**src/rtl/arith_pkg.sv**
```systemverilog
// rtl/arith_pkg.sv - shared arithmetic types and sizing helpers
// Contents:
//   sub_state_t   - control states of the bit-serial subtractor
//   cnt_width()   - bit-counter width for a given operand width
//   DEFAULT_CNT_W - counter width at the default 8-bit operand width
package arith_pkg;

    typedef enum logic [1:0] {
        S_IDLE  = 2'd0,
        S_SHIFT = 2'd1,
        S_DONE  = 2'd2
    } sub_state_t;

    localparam int DEFAULT_WIDTH = 8;
    localparam int DEFAULT_CNT_W = $clog2(DEFAULT_WIDTH);

    // Counter only needs to index bits 0..width-1.
    function automatic int cnt_width(input int width);
        return (width < 2) ? 1 : $clog2(width);
    endfunction

endpackage

```
**src/rtl/full_subtractor.sv**
```systemverilog
// rtl/full_subtractor.sv - single-bit full subtractor cell
// Ports:
//   a, b     - minuend and subtrahend bits
//   bor_in   - borrow from the lower bit
//   diff_out - difference bit
//   bor_out  - borrow into the next bit
module full_subtractor (
    input  logic a,
    input  logic b,
    input  logic bor_in,
    output logic diff_out,
    output logic bor_out
);

    assign diff_out = a ^ b ^ bor_in;
    assign bor_out  = (~a & b) | (~(a ^ b) & bor_in);

endmodule

```
**src/rtl/serial_ripple_subtractor.sv**
```systemverilog
// rtl/serial_ripple_subtractor.sv - bit-serial ripple-borrow subtractor
// Ports:
//   clk, rst            - clock, synchronous active-high reset
//   in_valid, in_ready  - operand handshake (a, b, b_in)
//   a, b, b_in          - minuend, subtrahend, borrow-in
//   out_valid, out_ready- result handshake
//   diff, b_out, ovf    - a-b-b_in mod 2^WIDTH, final borrow, signed overflow
//   busy                - operation in progress
module serial_ripple_subtractor
    import arith_pkg::*;
#(
    parameter int WIDTH = 8
) (
    input  logic             clk,
    input  logic             rst,
    input  logic             in_valid,
    output logic             in_ready,
    input  logic [WIDTH-1:0] a,
    input  logic [WIDTH-1:0] b,
    input  logic             b_in,
    output logic             out_valid,
    input  logic             out_ready,
    output logic [WIDTH-1:0] diff,
    output logic             b_out,
    output logic             ovf,
    output logic             busy
);

    localparam int CW = cnt_width(WIDTH);

    sub_state_t       r_state;
    sub_state_t       w_state_nxt;
    logic [CW-1:0]    r_cnt;
    logic [WIDTH-1:0] r_a;
    logic [WIDTH-1:0] r_b;
    logic [WIDTH-1:0] r_diff;
    logic             r_bor;
    logic             r_a_msb;
    logic             r_b_msb;
    logic             r_b_out;
    logic             r_ovf;
    logic             r_out_valid;
    logic             w_d;
    logic             w_bor;
    logic             w_last;

    // Operand shift registers move right, so bit 0 always feeds the cell.
    full_subtractor u_cell (
        .a        (r_a[0]),
        .b        (r_b[0]),
        .bor_in   (r_bor),
        .diff_out (w_d),
        .bor_out  (w_bor)
    );

    assign w_last = (r_cnt == CW'(WIDTH - 1));

    always_ff @(posedge clk) begin
        if (rst) begin
            r_state <= S_IDLE;
        end else begin
            r_state <= w_state_nxt;
        end
    end

    always_comb begin
        w_state_nxt = r_state;
        case (r_state)
            S_IDLE:  if (in_valid)  w_state_nxt = S_SHIFT;
            S_SHIFT: if (w_last)    w_state_nxt = S_DONE;
            S_DONE:  if (out_ready) w_state_nxt = S_IDLE;
            default:                w_state_nxt = S_IDLE;
        endcase
    end

    always_ff @(posedge clk) begin
        if (rst) begin
            r_cnt       <= '0;
            r_a         <= '0;
            r_b         <= '0;
            r_diff      <= '0;
            r_bor       <= 1'b0;
            r_a_msb     <= 1'b0;
            r_b_msb     <= 1'b0;
            r_b_out     <= 1'b0;
            r_ovf       <= 1'b0;
            r_out_valid <= 1'b0;
        end else begin
            r_out_valid <= (w_state_nxt == S_DONE);
            case (r_state)
                S_IDLE: begin
                    if (in_valid) begin
                        r_a     <= a;
                        r_b     <= b;
                        r_bor   <= b_in;
                        r_cnt   <= '0;
                        r_diff  <= '0;
                        // MSBs are shifted out before the end, keep them for ovf.
                        r_a_msb <= a[WIDTH-1];
                        r_b_msb <= b[WIDTH-1];
                    end
                end
                S_SHIFT: begin
                    r_a    <= r_a >> 1;
                    r_b    <= r_b >> 1;
                    r_bor  <= w_bor;
                    r_diff <= {w_d, r_diff[WIDTH-1:1]};
                    r_cnt  <= r_cnt + CW'(1);
                    if (w_last) begin
                        r_b_out <= w_bor;
                        // w_d is the final diff MSB on this edge.
                        r_ovf   <= (r_a_msb ^ r_b_msb) & (w_d ^ r_a_msb);
                    end
                end
                default: begin
                end
            endcase
        end
    end

    assign in_ready  = !rst && (r_state == S_IDLE);
    assign busy      = !rst && (r_state != S_IDLE);
    assign out_valid = r_out_valid;
    assign diff      = r_diff;
    assign b_out     = r_b_out;
    assign ovf       = r_ovf;

endmodule

```
**config.mk**
```make
export PLATFORM = sky130hd
export DESIGN_NAME = serial_ripple_subtractor
export DESIGN_NICKNAME = d
export VERILOG_FILES = /design/src/rtl/arith_pkg.sv /design/src/rtl/full_subtractor.sv /design/src/rtl/serial_ripple_subtractor.sv
export SDC_FILE = /design/constraint.sdc
export NUM_CORES = 1
export LEC_CHECK = 0
export ABC_AREA = 1
export CAP_MARGIN = 5
export CORE_MARGIN = 10
export CORE_UTILIZATION = 47
export CTS_BUF_LIST = sky130_fd_sc_hd__clkbuf_4 sky130_fd_sc_hd__clkbuf_8
export DETAILED_ROUTE_END_ITERATION = 7
export PLACE_DENSITY = 0.81
export SLEW_MARGIN = 20
export SYNTH_ARGS = -nofsm -noshare
export SYNTH_HDL_FRONTEND = slang
export SYNTH_SLANG_ARGS = --single-unit
```
**constraint.sdc**
```tcl
create_clock -name clk -period 1.2 [get_ports clk]
set_input_delay 0.24 -clock clk [delete_from_list [all_inputs] [get_ports clk]]
set_output_delay 0.24 -clock clk [all_outputs]
set_load 0.1 [all_outputs]
```
-- Word-level counts from Yosys, hierarchy flattened
Cells that the tools add are included.
- flip-flop bits (word level): 35
- bits of input ports: 21
- output and inout port bits: 13
- logic and storage cells: 50
- add/subtract/negate cells: 1
- eq/ne operators: 5
- multiplexer cells: 14
- bitwise gates (word level): 10
- reduce and logical (&&, ||, !) cells: 9
- operator list (cell ; count):
    $pmux 8 s2 ; 3
    $mux 8 ; 3
    $mux 2 ; 3
    $pmux 2 s3 ; 1
    $pmux 3 s2 ; 1
    $reduce_and 2->1 ; 3
    $eq 2x2->1 const B ; 2
    $reduce_bool 2->1 ; 2
    $xor 1x1->1 ; 4
    $add 3x1->3 const B ; 1
    $and 1x1->1 ; 3
    $eq 3x3->1 const B ; 1
    $mux 3 ; 1
    $eq 2x1->1 const B ; 1
    $logic_and 1x1->1 ; 2
    $logic_not 2->1 ; 1
    $ne 2x2->1 const B ; 1
    $not 1->1 ; 2
    $pmux 1 s2 ; 1
    $logic_not 1->1 ; 1
    $mux 1 ; 1
    $or 1x1->1 ; 1

-- Logic depth before layout (Yosys ltp)
Gate-level depths: netlist of the first run.
- depth in word-level cells: 5
- depth in mapped cells: 7
- mapped depth without buffers: 7

-- Hierarchy
Synthesis of the first run repeated with hierarchy kept, for this count alone.
- cells, all modules: 227
- area total of the unflattened synthesis: 1576.5 µm²
- modules (own cells, without submodules) (module ; times used ; cells each ; area each (µm²) ; sequential area each (µm²)):
    serial_ripple_subtractor ; 1 ; 223 ; 1545.2 ; 700.7
    full_subtractor ; 1 ; 4 ; 31.3 ; 0.0

-- Worst setup path after synthesis of the first run
OpenSTA, ideal clock, no wires.
- kind: reg-to-output
- start: reg r_state[1]
- end: out in_ready
- arrival: 2465 ps
- data required time: 960 ps
- setup slack: -1505 ps
- stages on the path, launching flop included: 2
- buffers on the path: 0
- cell sequence: dfxtp_1 -> nor3_1
- word-level cells in the longest chain between the ends: 2
- ends and longest elaborated chain (element ; RTL line ; RTL):
    start, declared ; serial_ripple_subtractor.sv:31 ; sub_state_t r_state;
    start signal, assigned ; serial_ripple_subtractor.sv:62 ; r_state <= w_state_nxt;
    $logic_not 2->1 ; serial_ripple_subtractor.sv:121 ; assign in_ready = !rst && (r_state == S_IDLE);
    $logic_and 1x1->1 ; serial_ripple_subtractor.sv:121 ;
    end, declared ; serial_ripple_subtractor.sv:17 ; output logic in_ready,
No other way between the ends.

-- Final worst setup path of the first run
- start: reg r_state[1]
- end: out busy
- word-level cells in the longest chain between the ends: 2
- ends and longest elaborated chain (element ; RTL line ; RTL):
    $reduce_bool 2->1 ; serial_ripple_subtractor.sv:122 ; assign busy = !rst && (r_state != S_IDLE);
    $logic_and 1x1->1 ; serial_ripple_subtractor.sv:122 ;
    end, declared ; serial_ripple_subtractor.sv:26 ; output logic busy
No other way between the ends.

==> results.py, run 1 <==
metrics = {
    "job": {
        "maxCapViolCount": 0,
    },
    "sta": {
        "clock_skew_ns": 0.00922,
        "slew_viol_final": 0,
        "worstMarginPinSlew_ns": 0.384,
        "fin_crit_ns": 1.51,
        "max_slew_margin": 0.744,
        "period_share": 1.26,
        "setup_ws_ns": -0.314,
        "finalSetupViolCount": 33,
        "worst_hold_slack_ns": 0.489,
        "rsz0062_at_grt": "yes",
        "final-hold-violation-count": 0,
        "max_freq_mhz": 661,
    },
    "run_status": {
        "outcome": "complete, but fails checks",
        "violations": "setup timing",
    },
    "power": {
        "p_switching_mw": 0.741,
        "peakVddDrop_uv": 888,
        "p_seq_frac": 0.506,
        "internal-power_mw": 1.72,
        "finalPower_mw": 2.46,
        "p_clk_frac": 0.268,
        "p_comb_frac": 0.226,
        "leakagePower_nw": 1.09,
        "power.share.switching": 0.301,
        "powerDensity_mw_per_mm2": 998,
    },
    "route": {
        "drc": 0,
        "vias_per_cell": 5.01,
        "routed_wl_um": 4550,
        "firstDrtPassIters": 4,
        "vias": 1628,
        "wire_per_inst_um": 14.0,
        "drt_iter0_markers": 159,
        "ant_nets": 0,
    },
    "cts": {
        "cts_buffers": 5,
        "clk_pin_slew_ns": 0.11,
        "root_buffer": "clkbuf_4",
        "clk_latency_ns": 0.35,
        "postCtsHoldBufs": 0,
        "cts_tree": "built",
        "cts_max_level": 2,
        "clockBufferDepth": 2,
        "numClockSinks": 35,
    },
    "worst_setup_path": {
        "r2r_end": "ovf",
        "rrSetupSlack_ns": -0.18,
        "rr_worst_depth": 6,
        "path_max_fanout": 4,
        "worstPathRequired_ns": 0.96,
        "crit_path_end_kind": "output port",
        "crit_arrival_ns": 1.27,
        "crit_path_start_kind": "flop",
        "reg2reg_from": "r_bor",
        "worstSetupPathType": "flop to output port",
    },
    "grt": {
        "grt_usage": 0.126,
        "grt_antenna_before_repair": 0,
        "first_global_vias": 1451,
        "grt_max_degree": 15,
        "grt_pass1_wl_um": 6410,
        "grt-ovfl-total": 0,
    },
    "synthesis": {
        "synthAdderAreaFrac": 0.0286,
        "synthXorXnorAreaFrac": 0,
        "synthesis.nets": 249,
        "synth_area_leaders": "dfxtp_1 45%, nand3_1 13%, nand2_1 12%, nor2_1 7.4%, a21oi_1 5.4%",
        "yosysWarnings": 0,
        "synth_top_cell_area_share": 0.445,
        "ys_seq_elements": 35,
        "synth-simple-area-share": 0.345,
        "synth_cell_type_count": 18,
        "synth-seq-area-share": 0.445,
        "synthMuxAreaShare": 0,
        "syn_avg_cell_area_um2": 7.00,
        "synth_top_family_by_area": "simple AND/OR/NAND/NOR gates",
        "synth_compound_area_frac": 0.0700,
        "synthCells": 225,
        "synth.cell_area_mm2": 0.00157,
        "synth_top_cell_by_area": "dfxtp_1",
    },
    "cells_and_area": {
        "drive_gt1_frac": 0.331,
        "antenna_cells": 0,
        "fin_cells": 325,
        "finalNetCount": 304,
        "stdcell_area_mm2": 0.00246,
        "fillers": 202,
        "final_util": 0.787,
        "syn_to_final_growth_pct": 56.4,
    },
    "floorplan": {
        "start_util": 0.503,
        "die_h_um": 77.9,
        "core.rowCount": 20,
        "dieArea_mm2": 0.00606,
        "die_x_um": 77.9,
        "coreArea_mm2": 0.00313,
        "io_pins": 34,
    },
    "worst_hold_path": {
        "hold_class": "primary input to flop",
        "hold_end": "r_a[7]",
        "min_path_cells": 3,
        "hp-start": "a[7]",
    },
    "placed_design": {
        "port-buffer-count": 33,
        "dpl_cell_area_mm2": 0.00223,
        "hpwl_um": 2880,
        "gp_congestion": 0.827,
        "place_inst": 310,
    },
}
## layout by cell type (no fill, tap or decap), drive strengths merged, types with 2 or more instances in the layout
cell type      instances
ha                     2
o21ai                  5
buf                   41
clkbuf                 7
inv                   24
nand2                 51
nand3                 41
a21oi                 17
dfxtp                 35
nor2                  33
clkdlybuf4s50         19
## power groups by stage
stage / clock network (mW) / registers, mW / logic, mW
detailed placement: 0 / 1.27 / 0.466
finish: 0.659 / 1.24 / 0.555
global placement: 0 / 1.26 / 0.457
CTS: 0.668 / 1.24 / 0.487
global route: 0.715 / 1.25 / 0.594
floorplan: 0 / 1.28 / 0.249
## cell families (layout without fill, tap and decap cells)
kind of cell    count (synthesis)  after routing
buf+inv                        38             94
simple gates                  127            127
fa+ha+maj                       3              3
flops                          35             35
compound gates                 22             22
## stage by stage
step / worst slack, ns / setup TNS [ns]
after detailed placement: -0.353 / -7.66
final: -0.314 / -2.70
after global placement: -0.359 / -7.32
after global routing: -0.352 / -4.67
after floorplan: -0.206 / -0.406
after CTS: -0.307 / -0.652
## worst max path at each step
stage	from	end	slack, ns	depth (start not counted)
2_1_floorplan	r_state[1]	in_ready	-0.21	1
3_3_place_gp	rst	busy	-0.36	4
3_5_place_dp	rst	busy	-0.35	4
4_1_cts	r_state[0]	in_ready	-0.31	3
5_1_grt	r_state[1]	busy	-0.35	4
6_report	r_state[1]	busy	-0.31	4
## state kept, by name, indices dropped and copies added (netlist names)
name,count
b_out,1
diff,8
out_valid,1
ovf,1
r_a,8
r_a_msb,1
r_b,8
r_b_msb,1
r_bor,1
r_cnt,3
r_state,2
## critical path: stages, from the launching register on
cell	delay [ns]
dfxtp_4	0.37
buf_4	0.15
nor2_4	0.19
nor2_4	0.05
buf_12	0.16
## Yosys cell counts
library cell,count
buf_4,3
inv_2,2
fa_1,1
nor2_2,1
nand3b_1,1
a21oi_1,17
nand2_1,51
o21ai_0,5
nor2_1,31
nor2_4,1
buf_2,5
nand3_1,41
buf_6,2
inv_1,22
ha_1,2
nor3_1,1
dfxtp_1,35
clkbuf_1,4
## timing repair
item / CTS / global route
endpoints found under the setup margin: 5 / 19
pin swaps: 7 / 16
gates resized for setup: 11 / 28
gates cloned: 0 / 1
setup buffers: 3 / 4
## final cells by class
class                   count  area (um2)  share of cell area
flip-flops and latches     35         724               0.294
repair buffers             62         734               0.298
clock buffers               6        45.0              0.0183
clock inverters             2        12.5             0.00508
well taps                  44        55.1              0.0224
multi-input cells         152         801               0.325
inverters                  24        90.1              0.0366
## metal layers
layer  GRT usage  up-vias  share of wire
met5           0        -              0
met4      0.0675        0          0.014
met3      0.0230        6          0.055
met2       0.214       58           0.51
met1       0.145      741           0.42
li1            -      823              -
(Power assumes the default switching activity.)
==> run 2, diff against run 1 <==
clock period = 1.23 ns   (was 1.2 ns; I/O delays follow)
==> results.py, run 2 (same netlist as run 1, synthesis figures left out) <==
metrics = {
    "run_status": {
        "outcome": "complete, but fails checks",
        "violations": "setup timing",
    },
    "floorplan": {
        "dieArea_mm2": 0.00606,
        "io_pins": 34,
        "coreArea_mm2": 0.00313,
        "start_util": 0.503,
        "core.rowCount": 20,
        "die_h_um": 77.9,
        "die_x_um": 77.9,
    },
    "cts": {
        "cts_max_level": 2,
        "numClockSinks": 35,
        "cts_buffers": 5,
        "clk_pin_slew_ns": 0.11,
        "clk_latency_ns": 0.34,
        "cts_tree": "built",
        "postCtsHoldBufs": 0,
        "root_buffer": "clkbuf_4",
        "clockBufferDepth": 2,
    },
    "route": {
        "vias": 1589,
        "routed_wl_um": 4190,
        "drc": 0,
        "wire_per_inst_um": 13.2,
        "drt_iter0_markers": 138,
        "vias_per_cell": 5.03,
        "firstDrtPassIters": 5,
        "ant_nets": 0,
    },
    "worst_setup_path": {
        "crit_arrival_ns": 1.71,
        "crit_path_start_kind": "flop",
        "path_max_fanout": 3,
        "crit_path_end_kind": "flop",
        "reg2reg_from": "r_bor",
        "worstPathRequired_ns": 1.50,
        "crit_path_start": "r_bor",
        "worstSetupPathType": "flop to flop",
    },
    "placed_design": {
        "dpl_cell_area_mm2": 0.00217,
        "hpwl_um": 2790,
        "port-buffer-count": 33,
        "place_inst": 304,
        "gp_congestion": 0.813,
    },
    "grt": {
        "grt_usage": 0.131,
        "first_global_vias": 1467,
        "grt_max_degree": 21,
        "grt_antenna_before_repair": 0,
        "grt-ovfl-total": 0,
        "grt_pass1_wl_um": 6600,
    },
    "power": {
        "internal-power_mw": 1.89,
        "p_clk_frac": 0.338,
        "powerDensity_mw_per_mm2": 1090,
        "p_switching_mw": 0.683,
        "power.share.switching": 0.266,
        "peakVddDrop_uv": 927,
        "p_seq_frac": 0.472,
        "p_comb_frac": 0.190,
        "leakagePower_nw": 1.03,
    },
    "cells_and_area": {
        "finalNetCount": 295,
        "layout_commonest_cell": "nand2_1",
        "fillers": 218,
        "layout.cells.most_common_list": "46 x nand2_1, 40 x nand3_1, 27 x nor2_1, 20 x inv_1, 20 x dfxtp_1",
        "stdcell_area_mm2": 0.00236,
        "syn_to_final_growth_pct": 50.1,
        "drive_gt1_frac": 0.279,
        "antenna_cells": 0,
        "fin_cells": 316,
    },
    "worst_hold_path": {
        "hold_class": "primary input to flop",
        "hp-start": "a[7]",
    },
    "sta": {
        "clock_skew_ns": 0.0139,
        "final-hold-violation-count": 0,
        "slew_viol_final": 0,
        "rsz0062_at_grt": "yes",
        "fin_crit_ns": 1.44,
        "max_slew_margin": 0.793,
        "setup_ws_ns": -0.211,
        "period_share": 1.17,
        "fin_tns_setup_ns": -0.716,
        "finalSetupViolCount": 5,
        "worstMarginPinSlew_ns": 0.309,
        "max_freq_mhz": 694,
    },
    "job": {
        "maxCapViolCount": 0,
    },
}
## run 2: worst paths after layout
check | to | slack [ns] | depth (start not counted)
worst max-delay path | ovf | -0.21 | 6
worst min-delay path | r_a_msb | 0.48 | 3
worst max register to register | ovf | -0.21 | 6
worst min register to register | r_a[7] | 0.50 | 2
## run 2: repair_timing
action	4_1_cts	5_1_grt
gates cloned	0	0
hold endpoints to repair	0	0
resized for setup	12	17
endpoints found under the setup margin	4	23
pin swaps	4	4
setup buffers	1	3
## run 2: critical path, stage by stage, from the launching register on
cell     delay [ns]
dfxtp_2        0.35
inv_2          0.04
fa_2           0.63
nand3_2        0.09
o21ai_2        0.08
nor2_1         0.07
nor2_1         0.11
## run 2: layout make-up
type,count,area [um2],share of cell area
multi-input cells,152,762,0.323
flip-flops and latches,35,724,0.307
repair buffers,53,644,0.273
clock inverters,2,35.0,0.0148
inverters,24,90.1,0.0381
well taps,44,55.1,0.0233
clock buffers,6,51.3,0.0217
## run 2: metal layers
metal,share of wire,vias to the layer above,routed length (um),GRT usage
met1,0.41,721,1720,0.143
met3,0.058,6,244,0.0449
met4,0.016,0,65,0.0493
met5,0,-,0,0
li1,-,805,-,-
met2,0.51,57,2150,0.229
## run 2: per-stage QoR
step / power [mW] / worst slack (ns) / util / hold slack [ns]
after global placement: 1.66 / -0.293 / 0.695 / 0.452
after detailed placement: 1.67 / -0.290 / 0.695 / 0.452
after CTS: 2.54 / -0.179 / 0.734 / 0.470
after floorplan: 1.50 / -0.183 / - / 0.407
after global routing: 2.69 / -0.279 / 0.755 / 0.479
final: 2.57 / -0.211 / 0.755 / 0.476
## run 2: power by group through the flow
stage | Combinational (mW) | Clock [mW] | Sequential (mW)
global route | 0.529 | 0.940 | 1.22
floorplan | 0.248 | 0 | 1.25
detailed placement | 0.438 | 0 | 1.24
CTS | 0.463 | 0.872 | 1.21
finish | 0.487 | 0.868 | 1.21
global placement | 0.430 | 0 | 1.23
==> run 3, diff against run 2 <==
CORE_ASPECT_RATIO = 1.25   (was default)
==> results.py, run 3 (same netlist as run 1, synthesis figures left out) <==
metrics = {
    "run_status": {
        "outcome": "complete, but fails checks",
        "violations": "setup timing",
    },
    "grt": {
        "grt_usage": 0.129,
        "grt_antenna_before_repair": 0,
        "grt-ovfl-total": 0,
        "grt_pass1_wl_um": 6420,
        "first_global_vias": 1458,
        "grt_max_degree": 28,
    },
    "floorplan": {
        "die_h_um": 84.7,
        "coreArea_mm2": 0.00322,
        "io_pins": 34,
        "start_util": 0.488,
        "dieArea_mm2": 0.00608,
        "core.rowCount": 23,
        "die_x_um": 71.8,
    },
    "route": {
        "routed_wl_um": 4310,
        "wire_per_inst_um": 13.8,
        "vias_per_cell": 5.22,
        "ant_nets": 0,
        "vias": 1629,
        "drt_iter0_markers": 91,
        "drc": 0,
        "firstDrtPassIters": 4,
    },
    "placed_design": {
        "port-buffer-count": 33,
        "gp_congestion": 0.791,
        "dpl_cell_area_mm2": 0.00218,
        "hpwl_um": 2650,
        "post-place-ws_ns": -0.307,
        "place_inst": 296,
    },
    "worst_setup_path": {
        "rrSetupSlack_ns": -0.07,
        "path_max_fanout": 3,
        "worstSetupPathType": "flop to output port",
        "worstPathRequired_ns": 0.98,
        "reg2reg_from": "r_a[0]",
        "r2r_end": "ovf",
        "crit_path_start": "r_state[0]",
        "crit_path_start_kind": "flop",
        "crit_path_end_kind": "output port",
        "crit_arrival_ns": 1.11,
        "rr_worst_depth": 5,
    },
    "sta": {
        "rsz0062_at_grt": "yes",
        "worstMarginPinSlew_ns": 0.377,
        "setup_ws_ns": -0.123,
        "max_freq_mhz": 739,
        "worst_hold_slack_ns": 0.373,
        "clock_skew_ns": 0.00304,
        "slew_viol_final": 0,
        "fin_tns_setup_ns": -0.224,
        "finalSetupViolCount": 3,
        "final-hold-violation-count": 0,
        "period_share": 1.10,
        "max_slew_margin": 0.748,
        "fin_crit_ns": 1.35,
    },
    "power": {
        "peakVddDrop_uv": 887,
        "leakagePower_nw": 1.09,
        "finalPower_mw": 2.56,
        "powerDensity_mw_per_mm2": 1030,
    },
    "cells_and_area": {
        "final_util": 0.767,
        "layout.cells.most_common_list": "44 x nand2_1, 40 x nand3_1, 26 x nor2_1, 19 x inv_1",
        "drive_gt1_frac": 0.316,
        "layout_commonest_cell": "nand2_1",
        "fin_cells": 312,
        "fillers": 223,
        "finalNetCount": 299,
        "antenna_cells": 0,
        "syn_to_final_growth_pct": 57.2,
        "stdcell_area_mm2": 0.00247,
    },
    "worst_hold_path": {
        "min_path_cells": 3,
        "hold_class": "primary input to flop",
        "hold_end": "r_b[0]",
        "hp-start": "rst",
    },
    "job": {
        "maxCapViolCount": 0,
    },
    "cts": {
        "clk_pin_slew_ns": 0.07,
        "cts_buffers": 5,
        "cts_tree": "built",
        "root_buffer": "clkbuf_8",
        "clockBufferDepth": 2,
        "cts_max_level": 2,
        "clk_latency_ns": 0.28,
        "numClockSinks": 35,
    },
}
run 3: cell types whose count changed in the layout (fill, tap and decap cells not counted), sizes merged:
cell / before / now
clkbuf: 6 / 10
buf: 33 / 35
bufinv: 1 / 0
clkdlybuf4s50: 19 / 18
clkinv: 1 / 0
dlygate4sd2: 1 / 0
dlymetal6s2s: 0 / 1
run 3: layout make-up:
cell class / instances / area [um2] / area share
sequential: 35 / 727 / 0.294
inverter: 24 / 95.1 / 0.0384
tap: 37 / 46.3 / 0.0187
multi-input combinational: 152 / 796 / 0.322
clock buffer: 7 / 83.8 / 0.0339
timing repair buffer: 57 / 726 / 0.293
run 3: worst max path at each step:
stage / endpoint / cells after the start
floorplan: in_ready / 2
global placement: busy / 4
detailed placement: busy / 4
CTS: in_ready / 3
global route: in_ready / 3
finish: in_ready / 3
run 3: critical path, stage by stage (launching register included):
cell	delay (ns)
dfxtp_4	0.36
buf_6	0.12
nor3_4	0.14
buf_12	0.20
run 3: layer usage:
metal	wire, um	vias up	global-route usage
li1	-	815	-
met1	1740	747	0.144
met2	2230	60	0.215
met3	265	7	0.0436
met4	76	0	0.0582
met5	0	-	0
run 3: power by group:
group	total, mW	internal (mW)	switching (mW)
combinational	0.526	0.249	0.277
sequential	1.21	1.18	0.0315
clock	0.819	0.434	0.385
run 3: timing repair:
item	in CTS	in global routing
pin swaps	4	5
buffers inserted	7	1
gates resized for setup	9	37
hold buffers	0	0
gates cloned	0	2
setup endpoints to repair	3	32
